`config.mk`:
```
export PLATFORM = sky130hd
export DESIGN_NAME = addsub_pipe
export DESIGN_NICKNAME = d
export VERILOG_FILES = /design/src/rtl/addsub_pipe_pkg.sv /design/src/rtl/addsub_stage.sv /design/src/rtl/addsub_pipe.sv
export SDC_FILE = /design/constraint.sdc
export NUM_CORES = 1
export LEC_CHECK = 0
export BUFFER_PORTS_ARGS = -buffer_cell sky130_fd_sc_hd__buf_2
export CAP_MARGIN = 20
export CORE_UTILIZATION = 50
export CTS_CLUSTER_SIZE = 8
export DETAILED_ROUTE_END_ITERATION = 12
export HOLD_SLACK_MARGIN = 0.05
export PLACE_DENSITY_LB_ADDON = 0.08
export SLEW_MARGIN = 20
export SYNTH_ARGS = -nofsm -noshare
export SYNTH_HDL_FRONTEND = slang
export SYNTH_SLANG_ARGS = --single-unit
```
`constraint.sdc`:
```
create_clock -name clk -period 6.3 [get_ports clk]
set_clock_uncertainty 0.2 [all_clocks]
set_input_delay 0.315 -clock clk [delete_from_list [all_inputs] [get_ports clk]]
set_output_delay 0.315 -clock clk [all_outputs]
set_load 0.005 [all_outputs]
```
`src/rtl/addsub_pipe_pkg.sv`:
```
// Shared constants for the chunked add/subtract pipeline.
package addsub_pipe_pkg;

  localparam int DEFAULT_WIDTH = 16;
  localparam int DEFAULT_CHUNK = 4;

  typedef enum logic {
    MODE_ADD = 1'b0,
    MODE_SUB = 1'b1
  } mode_e;

endpackage

```
`src/rtl/addsub_stage.sv`:
```
// One CHUNK-bit slice of the pipelined adder: adds chunk IDX and registers the item.
module addsub_stage
  import addsub_pipe_pkg::*;
#(
  parameter int WIDTH = DEFAULT_WIDTH,
  parameter int CHUNK = DEFAULT_CHUNK,
  parameter int IDX   = 0
) (
  input  logic             clk,
  input  logic             rst_n,
  input  logic             en,
  input  logic             prev_valid,
  input  logic [WIDTH-1:0] prev_a,
  input  logic [WIDTH-1:0] prev_b,
  input  logic [WIDTH-1:0] prev_s,
  input  logic             prev_c,
  output logic             valid,
  output logic [WIDTH-1:0] a,
  output logic [WIDTH-1:0] b,
  output logic [WIDTH-1:0] s,
  output logic             c,
  output logic             ovf,
  output logic             zero
);

  logic [CHUNK:0]   sum;
  logic [WIDTH-1:0] s_next;

  // Lower result chunks ride along untouched; only chunk IDX is filled in here.
  always_comb begin
    sum    = {1'b0, prev_a[IDX*CHUNK +: CHUNK]} + {1'b0, prev_b[IDX*CHUNK +: CHUNK]}
           + {{CHUNK{1'b0}}, prev_c};
    s_next = prev_s;
    s_next[IDX*CHUNK +: CHUNK] = sum[CHUNK-1:0];
  end

  always_ff @(posedge clk or negedge rst_n) begin
    if (!rst_n) begin
      valid <= 1'b0;
      s     <= '0;
      c     <= 1'b0;
      ovf   <= 1'b0;
      zero  <= 1'b0;
    end else if (en) begin
      valid <= prev_valid;
      s     <= s_next;
      c     <= sum[CHUNK];
      ovf   <= (prev_a[WIDTH-1] == prev_b[WIDTH-1]) && (s_next[WIDTH-1] != prev_a[WIDTH-1]);
      zero  <= (s_next == '0);
    end
  end

  // Operands need no reset: they are only meaningful alongside a valid bit.
  always_ff @(posedge clk) begin
    if (en) begin
      a <= prev_a;
      b <= prev_b;
    end
  end

endmodule

```
`src/rtl/addsub_pipe.sv`:
```
// Pipelined WIDTH-bit adder/subtractor, one CHUNK-bit slice per stage, valid/ready handshake.
module addsub_pipe
  import addsub_pipe_pkg::*;
#(
  parameter int WIDTH = DEFAULT_WIDTH,
  parameter int CHUNK = DEFAULT_CHUNK
) (
  input  logic             clk,
  input  logic             rst_n,
  input  logic             in_valid,
  output logic             in_ready,
  input  logic [WIDTH-1:0] a,
  input  logic [WIDTH-1:0] b,
  input  logic             ci,
  input  logic             sub,
  output logic             out_valid,
  input  logic             out_ready,
  output logic [WIDTH-1:0] s,
  output logic             co,
  output logic             ovf,
  output logic             zero
);

  localparam int STAGES = WIDTH / CHUNK;

  if (CHUNK < 1 || WIDTH < CHUNK || (WIDTH % CHUNK) != 0) begin : g_bad_cfg
    $error("addsub_pipe: WIDTH must be a positive multiple of CHUNK");
  end

  logic                          advance;
  logic                          is_sub;
  logic [STAGES:0]               valid_p;
  logic [STAGES:0]               c_p;
  logic [STAGES:0][WIDTH-1:0]    a_p;
  logic [STAGES:0][WIDTH-1:0]    b_p;
  logic [STAGES:0][WIDTH-1:0]    s_p;
  logic [STAGES-1:0]             ovf_p;
  logic [STAGES-1:0]             zero_p;

  // The whole pipe moves in lockstep, so a single stall signal freezes every stage.
  assign advance  = ~valid_p[STAGES] | out_ready;
  assign in_ready = advance;

  // Subtraction is folded into an add of ~b with inverted borrow at the entry point.
  assign is_sub     = (mode_e'(sub) == MODE_SUB);
  assign valid_p[0] = in_valid;
  assign a_p[0]     = a;
  assign b_p[0]     = is_sub ? ~b : b;
  assign c_p[0]     = is_sub ? ~ci : ci;
  assign s_p[0]     = '0;

  for (genvar k = 0; k < STAGES; k++) begin : g_stage
    addsub_stage #(
      .WIDTH (WIDTH),
      .CHUNK (CHUNK),
      .IDX   (k)
    ) u_stage (
      .clk        (clk),
      .rst_n      (rst_n),
      .en         (advance),
      .prev_valid (valid_p[k]),
      .prev_a     (a_p[k]),
      .prev_b     (b_p[k]),
      .prev_s     (s_p[k]),
      .prev_c     (c_p[k]),
      .valid      (valid_p[k+1]),
      .a          (a_p[k+1]),
      .b          (b_p[k+1]),
      .s          (s_p[k+1]),
      .c          (c_p[k+1]),
      .ovf        (ovf_p[k]),
      .zero       (zero_p[k])
    );
  end

  assign out_valid = valid_p[STAGES];
  assign s         = s_p[STAGES];
  assign co        = c_p[STAGES];
  assign ovf       = ovf_p[STAGES-1];
  assign zero      = zero_p[STAGES-1];

endmodule
```
==> flow_summary.yaml <==
power:
  ir_worst_vdd_v: 0.000175
  p_per_area_nw_per_um2: 420
  p_leak_nw: 2.23
  total_power_w: 0.00201
  p_int_w: 0.00135
  sw_frac_of_total: 0.327
  p_seq_frac: 0.529
  netSwitchingPower_w: 0.000657
  clockPowerShare: 0.173
  p_comb_frac: 0.298
setup_path:
  required_ps: 5780
  startpoint_type: "register"
  worstSetupEndpointType: "output port"
  crit_arrival_ps: 2260
  rrSetupSlack_ps: 3920
  cp_max_fo: 100
  path_class: "register to output port"
cells_and_area:
  final_cells: 512
  syn2layout_area_growth_pct: 19.2
  nNetsFinal: 464
  drive_gt1_frac: 0.185
  n_antenna_cell: 0
  utilization: 0.616
clock_tree:
  clock_latency_ps: 360
  cts_resized: 0
  clockBufferDepth: 2
  cts_root_buf: "clkbuf_8"
  htree_num_levels: 3
  path_clk_slew_ps: 90
  cts.sinks: 98
  cts_setup_buffers: 0
  cts_tree: "built"
  cts_buffers: 9
grt:
  grt_max_degree: 101
  grt_pass1_wl_mm: 10.7
  gr-usage-all-layers: 0.165
  met1_usage: 0.209
  use_met3: 0.0556
  antenna_found_initial: 0
  use_met2: 0.269
  top_usage_layer: "met2"
  gr-total-overflow: 0
  grt_pass1_vias: 2404
yosys:
  muxShareOfSynthArea: 0.00280
  syn_area_sq_um: 4020
  synth_top_area_frac: 0.359
  synth_area_leaders: "edfxtp_1, dfrtp_1, nand2_1, xor2_1, fa_1"
  synth_compound_area_frac: 0.0445
  synthAdderAreaFrac: 0.0773
  avgSynthCellArea_sq_um: 12.4
  synth_flop_cell: "dfrtp_1"
  synth_cell_type_count: 27
  synth_edf_count: 48
  synth_area_leader_cell: "edfxtp_1"
  postSynthCellCount: 323
  ys_warn_count: 0
  synth_common_cells: "nand2_1, dfrtp_1, edfxtp_1"
  ys_seq_area_frac: 0.670
  ys_seq_elements: 98
  synth_top_family_by_area: "simple AND/OR/NAND/NOR gates"
  async_flop_share: 0.510
  synth-simple-area-share: 0.123
  synth.most_common_cell: "nand2_1"
  yosys.area_share.xor_xnor: 0.0523
  synth_nets: 381
drt:
  vias: 2389
  drt_iter0_markers: 62
  avgViaCountPerCell: 4.67
  drcViolationCount: 0
  antenna_left: 0
  wl_per_cell_um: 11.8
  wirelength_mm: 6.06
  dr.pass1.iters: 4
timing:
  slew_headroom: 0.306
  worst_slew_pin_slew_ps: 1040
  report.final.slew_viol_count: 0
  min_period_ps: 2770
  fin_setup_tns_ps: 0
  setup_viol: 0
  holdWs_ps: 71.9
  rsz0062_at_grt: "false"
  fmax_mhz: 361
  hold_viol_final: 0
  finalCritPeriodShare: 0.440
die:
  ios: 59
  die_x_um: 91.6
  rows: 32
  initial_core_util: 0.517
  core-area_sq_um: 7770
  die_y_um: 91.6
  dieArea_sq_um: 8400
place:
  dp_hpwl_mm: 3.85
  gp_congestion: 0.717
  dpl.cell_count: 472
  place.port_buffers: 58
run_status:
  outcome: "completed"
flow_run:
  maxCapViolCount: 0
min_path:
  hp-class: "input port to register"
[final timing paths]
| kind | from | endpoint | cells past startpoint |
|---|---|---|---|
| max | g_stage[3].u_stage.valid$_DFFE_PN0P_ | in_ready | 4 |
| min | b[13] | g_stage[0].u_stage.b[13]$_DFFE_PP_ | 2 |
| max reg2reg | g_stage[3].u_stage.valid$_DFFE_PN0P_ | g_stage[3].u_stage.zero$_DFFE_PN0P_ | 5 |
| min reg2reg | g_stage[0].u_stage.a[15]$_DFFE_PP_ | g_stage[1].u_stage.a[15]$_DFFE_PP_ | 0 |
| max in group asynchronous | rst_n | g_stage[3].u_stage.ovf$_DFFE_PN0P_ | 2 |
| min in group asynchronous | rst_n | g_stage[3].u_stage.s[2]$_DFFE_PN0P_ | 2 |
[cell type report]
cell class                      instances  area [sq um]
Clock buffer                            9           124
Clock inverter                          6          41.3
Fill cell                             644          2980
Inverter                               12          47.5
Multi-Input combinational cell        201          1200
Sequential cell                        98          2690
Tap cell                              102           128
Timing Repair Buffer                   84           551
[cell usage in the layout (no fill, tap or decap), types with 2 or more instances in the layout]
master and count:
inv_6 2, xnor2_1 2, nor2b_1 3, a21oi_1 12
clkbuf_8 9, dlygate4sd3_1 25, nor4_1 3, dfrtp_1 50
edfxtp_1 48, o21ai_1 7, o31ai_1 2, o21ai_0 3
buf_2 57, inv_1 11, fa_1 8, a21o_1 5
nor2_1 12, xor2_1 22, ha_1 12, buf_4 2
clkinvlp_4 2, nand2_1 104
[metrics by stage]
stage | setup slack [ps] | cell area (sq um)
6_report | 3530 | 4790
5_1_grt | 3330 | 4790
4_1_cts | 3480 | 4780
3_5_place_dp | 3840 | 4370
3_3_place_gp | 3850 | 4370
2_1_floorplan | 4190 | 4020
[registers in the layout, summed over array words and instances (netlist names)]
register	flops
g_stage.u_stage.valid	4
g_stage.u_stage.zero	1
g_stage.u_stage.a	24
g_stage.u_stage.c	4
g_stage.u_stage.s	40
g_stage.u_stage.b	24
g_stage.u_stage.ovf	1
[power groups by stage]
stage,Combinational (W),Clock (W),Sequential [W]
2_1_floorplan,0.000428,0,0.00106
3_3_place_gp,0.000584,0,0.00107
3_5_place_dp,0.000599,0,0.00108
4_1_cts,0.000613,0.000360,0.00107
5_1_grt,0.000704,0.000383,0.00109
6_report,0.000598,0.000347,0.00106
[kinds of logic (layout without fill, tap and decap cells)]
logic type,after synthesis,after routing
AND/OR/NAND/NOR,125,125
multiplexers,1,1
buffers and inverters,24,111
AO/OA/AOI/OAI,31,31
flip-flops,98,98
XOR/XNOR,24,24
adder cells (fa/ha/maj),20,20
[worst max-delay path, stage by stage (launching register included)]
cell and delay, ps:
dfrtp_1 380, and2b_1 150, buf_4 280, inv_4 810, buf_2 250
[metal layers]
layer  part of all wire  vias up  routed length, um
li1                   -     1227                  -
met1               0.48     1107               2890
met2               0.47       48               2850
met3              0.039        7                234
met4              0.013        0                 78
met5                  0        -                  0
[repair_timing]
| action | CTS | global route |
|---|---|---|
| endpoints found under the hold margin | 74 | 0 |
| setup endpoints to repair | 0 | 0 |
| hold buffers | 25 | 0 |
Note: power is estimated with default switching activity, not from simulation.
